`src/rtl/pipe_ctrl_pkg.sv`:
```
// -----------------------------------------------------------------------------
// pipe_ctrl_pkg
// Shared definitions for the pipeline hazard controller:
//   - controller FSM state encodings
//   - stall counter width and saturation value
//   - packed bundle of the eight per-cycle pipeline control bits
//   - saturating increment helper for the stall counter
// -----------------------------------------------------------------------------
package pipe_ctrl_pkg;

  localparam int STATE_W   = 3;
  localparam int CNT_W     = 16;
  localparam int REG_IDX_W = 3;

  // Encodings are visible on the debug state port, so keep them stable.
  typedef enum logic [STATE_W-1:0] {
    ST_RUN    = 3'd0,
    ST_LDUSE  = 3'd1,
    ST_DWAIT  = 3'd2,
    ST_IWAIT  = 3'd3,
    ST_HALTED = 3'd4
  } ctrl_state_e;

  localparam logic [CNT_W-1:0] CNT_MAX = {CNT_W{1'b1}};

  // Per-cycle control bundle, MSB first in the order the stages appear.
  typedef struct packed {
    logic pc_stall;
    logic ifid_stall;
    logic idex_stall;
    logic exmem_stall;
    logic memwb_stall;
    logic ifid_flush;
    logic idex_flush;
    logic memwb_bubble;
  } hazard_ctl_t;

  localparam hazard_ctl_t CTL_NONE = 8'b0000_0000;

  // Freeze the whole pipeline (data-cache miss or halted core).
  localparam hazard_ctl_t CTL_ALL_STALL = 8'b1111_1000;

  // Counter saturates at all-ones instead of wrapping.
  function automatic logic [CNT_W-1:0] sat_inc(input logic [CNT_W-1:0] v);
    logic [CNT_W-1:0] r;
    if (v == CNT_MAX) begin
      r = v;
    end else begin
      r = v + CNT_W'(1);
    end
    return r;
  endfunction

endpackage

```
`src/rtl/dff.sv`:
```
// -----------------------------------------------------------------------------
// dff
// Generic W-bit D flip-flop with synchronous active-high reset to RST_VAL.
// Ports:
//   clk  - clock, rising edge
//   rst  - synchronous reset, active high
//   d    - next value
//   q    - registered value
// -----------------------------------------------------------------------------
module dff #(
  parameter int           W       = 1,
  parameter logic [W-1:0] RST_VAL = '0
) (
  input  logic         clk,
  input  logic         rst,
  input  logic [W-1:0] d,
  output logic [W-1:0] q
);

  // Storage register with synchronous reset.
  always_ff @(posedge clk) begin
    if (rst) begin
      q <= RST_VAL;
    end else begin
      q <= d;
    end
  end

endmodule

```
`src/rtl/ld_use_detect.sv`:
```
// -----------------------------------------------------------------------------
// ld_use_detect
// Flags a load-use hazard: the instruction in EX is a load whose destination
// matches a source register actually read by the instruction in ID.
// Ports:
//   id_rs, id_rt          - ID source register indices
//   id_uses_rs/id_uses_rt - the corresponding source is really read
//   ex_memread            - EX holds a load
//   ex_rd                 - destination of the load in EX
//   hazard                - one-cycle stall required
// -----------------------------------------------------------------------------
module ld_use_detect
  import pipe_ctrl_pkg::*;
(
  input  logic [REG_IDX_W-1:0] id_rs,
  input  logic [REG_IDX_W-1:0] id_rt,
  input  logic                 id_uses_rs,
  input  logic                 id_uses_rt,
  input  logic                 ex_memread,
  input  logic [REG_IDX_W-1:0] ex_rd,
  output logic                 hazard
);

  logic rs_match_s;
  logic rt_match_s;

  // Register-index compare for each source operand, qualified by its use bit.
  always_comb begin
    rs_match_s = id_uses_rs & (id_rs == ex_rd);
    rt_match_s = id_uses_rt & (id_rt == ex_rd);
    hazard     = ex_memread & (rs_match_s | rt_match_s);
  end

endmodule

```
`src/rtl/pipe_hazard_ctrl.sv`:
```
// -----------------------------------------------------------------------------
// pipe_hazard_ctrl
// Hazard / stall controller for a five-stage in-order pipeline. Decides each
// cycle which pipeline registers hold, which are flushed and when a bubble is
// pushed into MEM/WB, and counts the cycles the PC was held.
//
// Event priority inside one cycle:
//   halt_req > dmem_busy > br_taken > load-use > imem_busy
//
// Ports:
//   clk, rst_n          - clock; rst_n is an ACTIVE-HIGH synchronous reset
//   id_rs, id_rt        - ID source registers
//   id_uses_rs/_rt      - source valid flags
//   ex_memread, ex_rd   - load in EX and its destination
//   br_taken            - redirect resolved in EX
//   imem_busy/dmem_busy - instruction/data cache miss in progress
//   halt_req            - HALT reached MEM
//   *_stall             - hold the named register (wen = ~stall)
//   ifid_flush/idex_flush/memwb_bubble - load a NOP into the register
//   state               - FSM state (debug)
//   stall_cnt           - saturating count of cycles with pc_stall=1
//
// All control outputs are combinational from the registered state and the
// current inputs; only the state and the counter are flops.
// -----------------------------------------------------------------------------
module pipe_hazard_ctrl
  import pipe_ctrl_pkg::*;
(
  input  logic                 clk,
  input  logic                 rst_n,
  input  logic [REG_IDX_W-1:0] id_rs,
  input  logic [REG_IDX_W-1:0] id_rt,
  input  logic                 id_uses_rs,
  input  logic                 id_uses_rt,
  input  logic                 ex_memread,
  input  logic [REG_IDX_W-1:0] ex_rd,
  input  logic                 br_taken,
  input  logic                 imem_busy,
  input  logic                 dmem_busy,
  input  logic                 halt_req,
  output logic                 pc_stall,
  output logic                 ifid_stall,
  output logic                 idex_stall,
  output logic                 exmem_stall,
  output logic                 memwb_stall,
  output logic                 ifid_flush,
  output logic                 idex_flush,
  output logic                 memwb_bubble,
  output logic [STATE_W-1:0]   state,
  output logic [CNT_W-1:0]     stall_cnt
);

  // Despite its name, rst_n resets when high.
  logic rst_s;
  assign rst_s = rst_n;

  logic [STATE_W-1:0] state_q;
  ctrl_state_e        state_d;
  ctrl_state_e        cur_state_s;
  logic [CNT_W-1:0]   stall_cnt_q;
  logic [CNT_W-1:0]   stall_cnt_d;
  logic               ld_use_s;
  logic               iwait_hold_s;
  hazard_ctl_t        ctl_s;

  assign cur_state_s = ctrl_state_e'(state_q);

  ld_use_detect u_ld_use (
    .id_rs      (id_rs),
    .id_rt      (id_rt),
    .id_uses_rs (id_uses_rs),
    .id_uses_rt (id_uses_rt),
    .ex_memread (ex_memread),
    .ex_rd      (ex_rd),
    .hazard     (ld_use_s)
  );

  // While fetch is still waiting on the I-cache the PC cannot move, even if
  // a branch redirect is being taken in the same cycle.
  assign iwait_hold_s = (cur_state_s == ST_IWAIT) & imem_busy;

  // Next-state and per-cycle control decode.
  always_comb begin
    ctl_s   = CTL_NONE;
    state_d = ST_RUN;
    if (rst_s) begin
      // Reset empties the front end so nothing stale issues afterwards.
      ctl_s.ifid_flush = 1'b1;
      ctl_s.idex_flush = 1'b1;
      state_d          = ST_RUN;
    end else begin
      case (cur_state_s)
        ST_HALTED: begin
          ctl_s   = CTL_ALL_STALL;
          state_d = ST_HALTED;
        end
        ST_RUN, ST_LDUSE, ST_DWAIT, ST_IWAIT: begin
          if (halt_req) begin
            ctl_s   = CTL_ALL_STALL;
            state_d = ST_HALTED;
          end else if (dmem_busy) begin
            ctl_s   = CTL_ALL_STALL;
            state_d = ST_DWAIT;
          end else if (cur_state_s == ST_DWAIT) begin
            // Miss just resolved: pipeline restarts, and the MEM result that
            // was held must not be written back twice.
            ctl_s.memwb_bubble = 1'b1;
            state_d            = ST_RUN;
          end else if (br_taken) begin
            // Squashes wrong-path ID and EX, including any load-use there.
            ctl_s.ifid_flush = 1'b1;
            ctl_s.idex_flush = 1'b1;
            ctl_s.pc_stall   = iwait_hold_s;
            state_d          = iwait_hold_s ? ST_IWAIT : ST_RUN;
          end else if (ld_use_s && (cur_state_s != ST_LDUSE)) begin
            // In LDUSE the bubble sits in EX, so no second detection.
            ctl_s.pc_stall   = 1'b1;
            ctl_s.ifid_stall = 1'b1;
            ctl_s.idex_flush = 1'b1;
            state_d          = ST_LDUSE;
          end else if (imem_busy) begin
            // Hold the PC and feed bubbles into ID; downstream drains.
            ctl_s.pc_stall   = 1'b1;
            ctl_s.ifid_flush = 1'b1;
            state_d          = ST_IWAIT;
          end else begin
            state_d = ST_RUN;
          end
        end
        default: begin
          // Unused encoding: recover to RUN with the front end flushed.
          ctl_s.ifid_flush = 1'b1;
          ctl_s.idex_flush = 1'b1;
          state_d          = ST_RUN;
        end
      endcase
    end
  end

  // Stall counter next value, saturating at all-ones.
  always_comb begin
    if (ctl_s.pc_stall) begin
      stall_cnt_d = sat_inc(stall_cnt_q);
    end else begin
      stall_cnt_d = stall_cnt_q;
    end
  end

  dff #(
    .W       (STATE_W),
    .RST_VAL (ST_RUN)
  ) u_state_ff (
    .clk (clk),
    .rst (rst_s),
    .d   (state_d),
    .q   (state_q)
  );

  dff #(
    .W       (CNT_W),
    .RST_VAL ({CNT_W{1'b0}})
  ) u_cnt_ff (
    .clk (clk),
    .rst (rst_s),
    .d   (stall_cnt_d),
    .q   (stall_cnt_q)
  );

  assign pc_stall     = ctl_s.pc_stall;
  assign ifid_stall   = ctl_s.ifid_stall;
  assign idex_stall   = ctl_s.idex_stall;
  assign exmem_stall  = ctl_s.exmem_stall;
  assign memwb_stall  = ctl_s.memwb_stall;
  assign ifid_flush   = ctl_s.ifid_flush;
  assign idex_flush   = ctl_s.idex_flush;
  assign memwb_bubble = ctl_s.memwb_bubble;
  assign state        = state_q;
  assign stall_cnt    = stall_cnt_q;

endmodule

```
`config.mk`:
```
export PLATFORM = sky130hd
export DESIGN_NAME = pipe_hazard_ctrl
export DESIGN_NICKNAME = d
export VERILOG_FILES = /design/src/rtl/pipe_ctrl_pkg.sv /design/src/rtl/dff.sv /design/src/rtl/ld_use_detect.sv /design/src/rtl/pipe_hazard_ctrl.sv
export SDC_FILE = /design/constraint.sdc
export NUM_CORES = 1
export LEC_CHECK = 0
export BUFFER_PORTS_ARGS = -buffer_cell sky130_fd_sc_hd__buf_2
export CORE_UTILIZATION = 49
export DETAILED_ROUTE_END_ITERATION = 12
export GPL_TIMING_DRIVEN = 0
export PLACE_DENSITY = 0.79
export SLEW_MARGIN = 20
export SYNTH_ARGS = -nofsm -noshare
export SYNTH_HDL_FRONTEND = slang
export SYNTH_HIERARCHICAL = 1
export SYNTH_SLANG_ARGS = --single-unit
export TNS_END_PERCENT = 5
```
`constraint.sdc`:
```
create_clock -name clk -period 2.35 [get_ports clk]
set_input_delay 0.47 -clock clk [delete_from_list [all_inputs] [get_ports clk]]
set_output_delay 0.47 -clock clk [all_outputs]
set_load 0.02 [all_outputs]
```
==> out/qor.yml <==
ys_warn_count: 6
rows: 17
critPathLaunchType: "primary input"
rsz0062_at_grt: "no"
fmax_mhz: 440
holdBufCountCts: 0
cap_viol_max_count: 0
htree_levels: 1
layout_setup_ws_ps: 76.0
async_reset_ff_share_pct: 0
fin_skew_ps: 17.5
critical_path_class: "in -> out"
syn2layout_area_growth_pct: 28.8
grt_pass1_vias: 989
utilization_pct: 69.6
n_antenna_cell: 0
dr.pass1.iters: 4
power_frac_seq_pct: 50.9
p_leak_nw: 0.735
placedCellCount: 214
ys_top_cells_by_area: "dfxtp_1, xnor2_1, nor2b_2"
place_ws_ps: -262
min_period_ps: 2270
dr_total_vias: 1135
drt_iter0_markers: 15
yosys-top-cells-count: "dfxtp_1, xnor2_1, nand2_1"
placed_cell_area_sq_um: 1510
gp_congestion: 0.865
setup_tns_ps: 0
finalNetCount: 215
hold_violations: 0
cts_buffers: 3
period_share_pct: 96.8
synthFlopType: "dfxtp_1"
io_buffers: 44
final_cell_count_no_fill: 223
drt.antenna.violating_nets: 0
root_buffer: "clkbuf_4"
core_sq_um: 2320
drt_wl_total_mm: 2.61
die_width_microns: 52.6
clkTransAtPathRegs_ps: 100
grt_pass1_wl_mm: 4.28
power.density_nw_per_um2: 408
required_ps: 1880
avgSynthCellArea_sq_um: 8.82
worstSkewPairLatency_ps: 310
slew_violations: 0
synth_top_area_cell: "dfxtp_1"
yosysMostFrequentCell: "dfxtp_1"
arrival_ps: 1800
syn_nets: 161
drive_gt1_share_pct: 45.6
clkPwrFrac_pct: 26.0
ir_worst_vdd_mv: 0.328
cts_sinks: 19
synth_top_area_share_pct: 30.4
p_int_w: 0.000464
vias_per_cell: 5.09
comb_power_share_pct: 23.1
post_drt_wl_per_cell_microns: 11.7
worst_slew_pin_slew_ps: 378
netlist_instances: 142
fin_area_sq_um: 1610
initial_utilization_pct: 54.0
relSlewSlack_pct: 74.6
grt_max_degree: 17
antenna_found_initial: 0
overflow: 0
cts_tree: "done"
switchingPower_w: 0.000194
yosysUniqueCellTypes: 42
yosys_register_bits: 19
hpwl_mm: 1.99
grt_usage_pct: 21.1
swShare_pct: 29.5
setup_viol_count_final: 0
min_path_type: "in -> reg"
synth_edf_count: 0
drc: 0
status: "finished, final reports clean"
cts.path.max_buffers: 2
boundaryPins: 45
dieArea_sq_um: 2760
worst_setup_path_end_kind: "primary output"
netlist_area_sq_um: 1250
worstPathMaxFanout: 3
die_y_microns: 52.6
yosysSeqAreaShare_pct: 30.4
[layout by cell type, fill, tap and decap left out, types with 2 or more instances in the layout]
master,n
buf_2,43
dfxtp_1,19
nand2_1,13
xnor2_1,13
nor2_1,10
buf_4,8
nor2b_1,7
nand4_1,7
nor2b_2,7
nand3_1,6
and2b_2,6
a21oi_1,5
o21ai_0,4
nor3_1,3
and3_1,3
buf_6,3
clkbuf_4,3
xnor2_2,3
nand2b_1,2
and4_1,2
mux2_4,2
[timing repair]
action                                  CTS  global route
endpoints found under the setup margin    1             2
buffers inserted                          1             4
endpoints found under the hold margin     0             0
pin swaps                                 1             4
gates resized for setup                   3             5
cloned                                    0             0
[cell type report]
type	count	area (sq um)
Buffer	5	45.0
Inverter	1	3.75
Timing Repair Buffer	49	264
Tap cell	28	35.0
Clock inverter	1	5.00
Clock buffer	3	22.5
Sequential cell	19	380
Fill cell	190	706
Multi-Input combinational cell	117	857
[worst paths after layout]
check / startpoint / end / slack [ps] / cells past startpoint
worst max-delay path: ex_rd[0] / pc_stall / 80 / 9
worst min-delay path: halt_req / u_state_ff/q[1] / 480 / 3
worst max register to register: u_state_ff/q[1] / u_cnt_ff/q[14] / 370 / 9
worst min register to register: u_cnt_ff/q[5] / u_cnt_ff/q[5] / 620 / 2
[kinds of logic (layout without fill, tap and decap cells)]
family                     count (synthesis)  count (layout)  synth area share [%]
and+or+nand+nor                           77              77                  37.7
DFF                                       19              19                  30.4
AOI/OAI and AO/OA                         17              17                  10.2
xor gates and xnor gates                  17              17                  11.9
buffers and inverters                      6              59                  3.90
muxes                                      5               5                  5.00
adders and majority gates                  1               1                 0.999
[worst max-delay path: stages]
cell      delay, ps
buf_2           130
xnor2_1         160
nand4_1         140
a21boi_2        180
nor2b_4         170
o221a_4         210
a21oi_4          60
nor2_4          150
buf_6           130
[routing by layer]
| layer | track usage, % | vias up | wire length (microns) |
|---|---|---|---|
| li1 | - | 592 | - |
| met1 | 25.9 | 518 | 1210 |
| met2 | 35.2 | 20 | 1280 |
| met3 | 6.09 | 5 | 90 |
| met4 | 6.58 | 0 | 23 |
| met5 | 0 | - | 0 |
[metrics by stage]
| step | hold WS (ps) | total power [W] |
|---|---|---|
| final | 484 | 0.000659 |
| after global routing | 485 | 0.000695 |
| after CTS | 480 | 0.000651 |
| after detailed placement | 592 | 0.000477 |
| after global placement | 576 | 0.000473 |
| after floorplan | 542 | 0.000430 |
[power by group through the flow]
| stage | clock network, W | registers [W] | logic (W) |
|---|---|---|---|
| 6_report | 0.000171 | 0.000335 | 0.000152 |
| 5_1_grt | 0.000194 | 0.000337 | 0.000165 |
| 4_1_cts | 0.000177 | 0.000335 | 0.000138 |
| 3_5_place_dp | 0 | 0.000342 | 0.000135 |
| 3_3_place_gp | 0 | 0.000341 | 0.000131 |
| 2_1_floorplan | 0 | 0.000348 | 0.0000827 |
[registers in the layout, summed over array words and instances (netlist names)]
name          cells
u_cnt_ff/q       16
u_state_ff/q      3
Power figures use the tool's default switching activity.
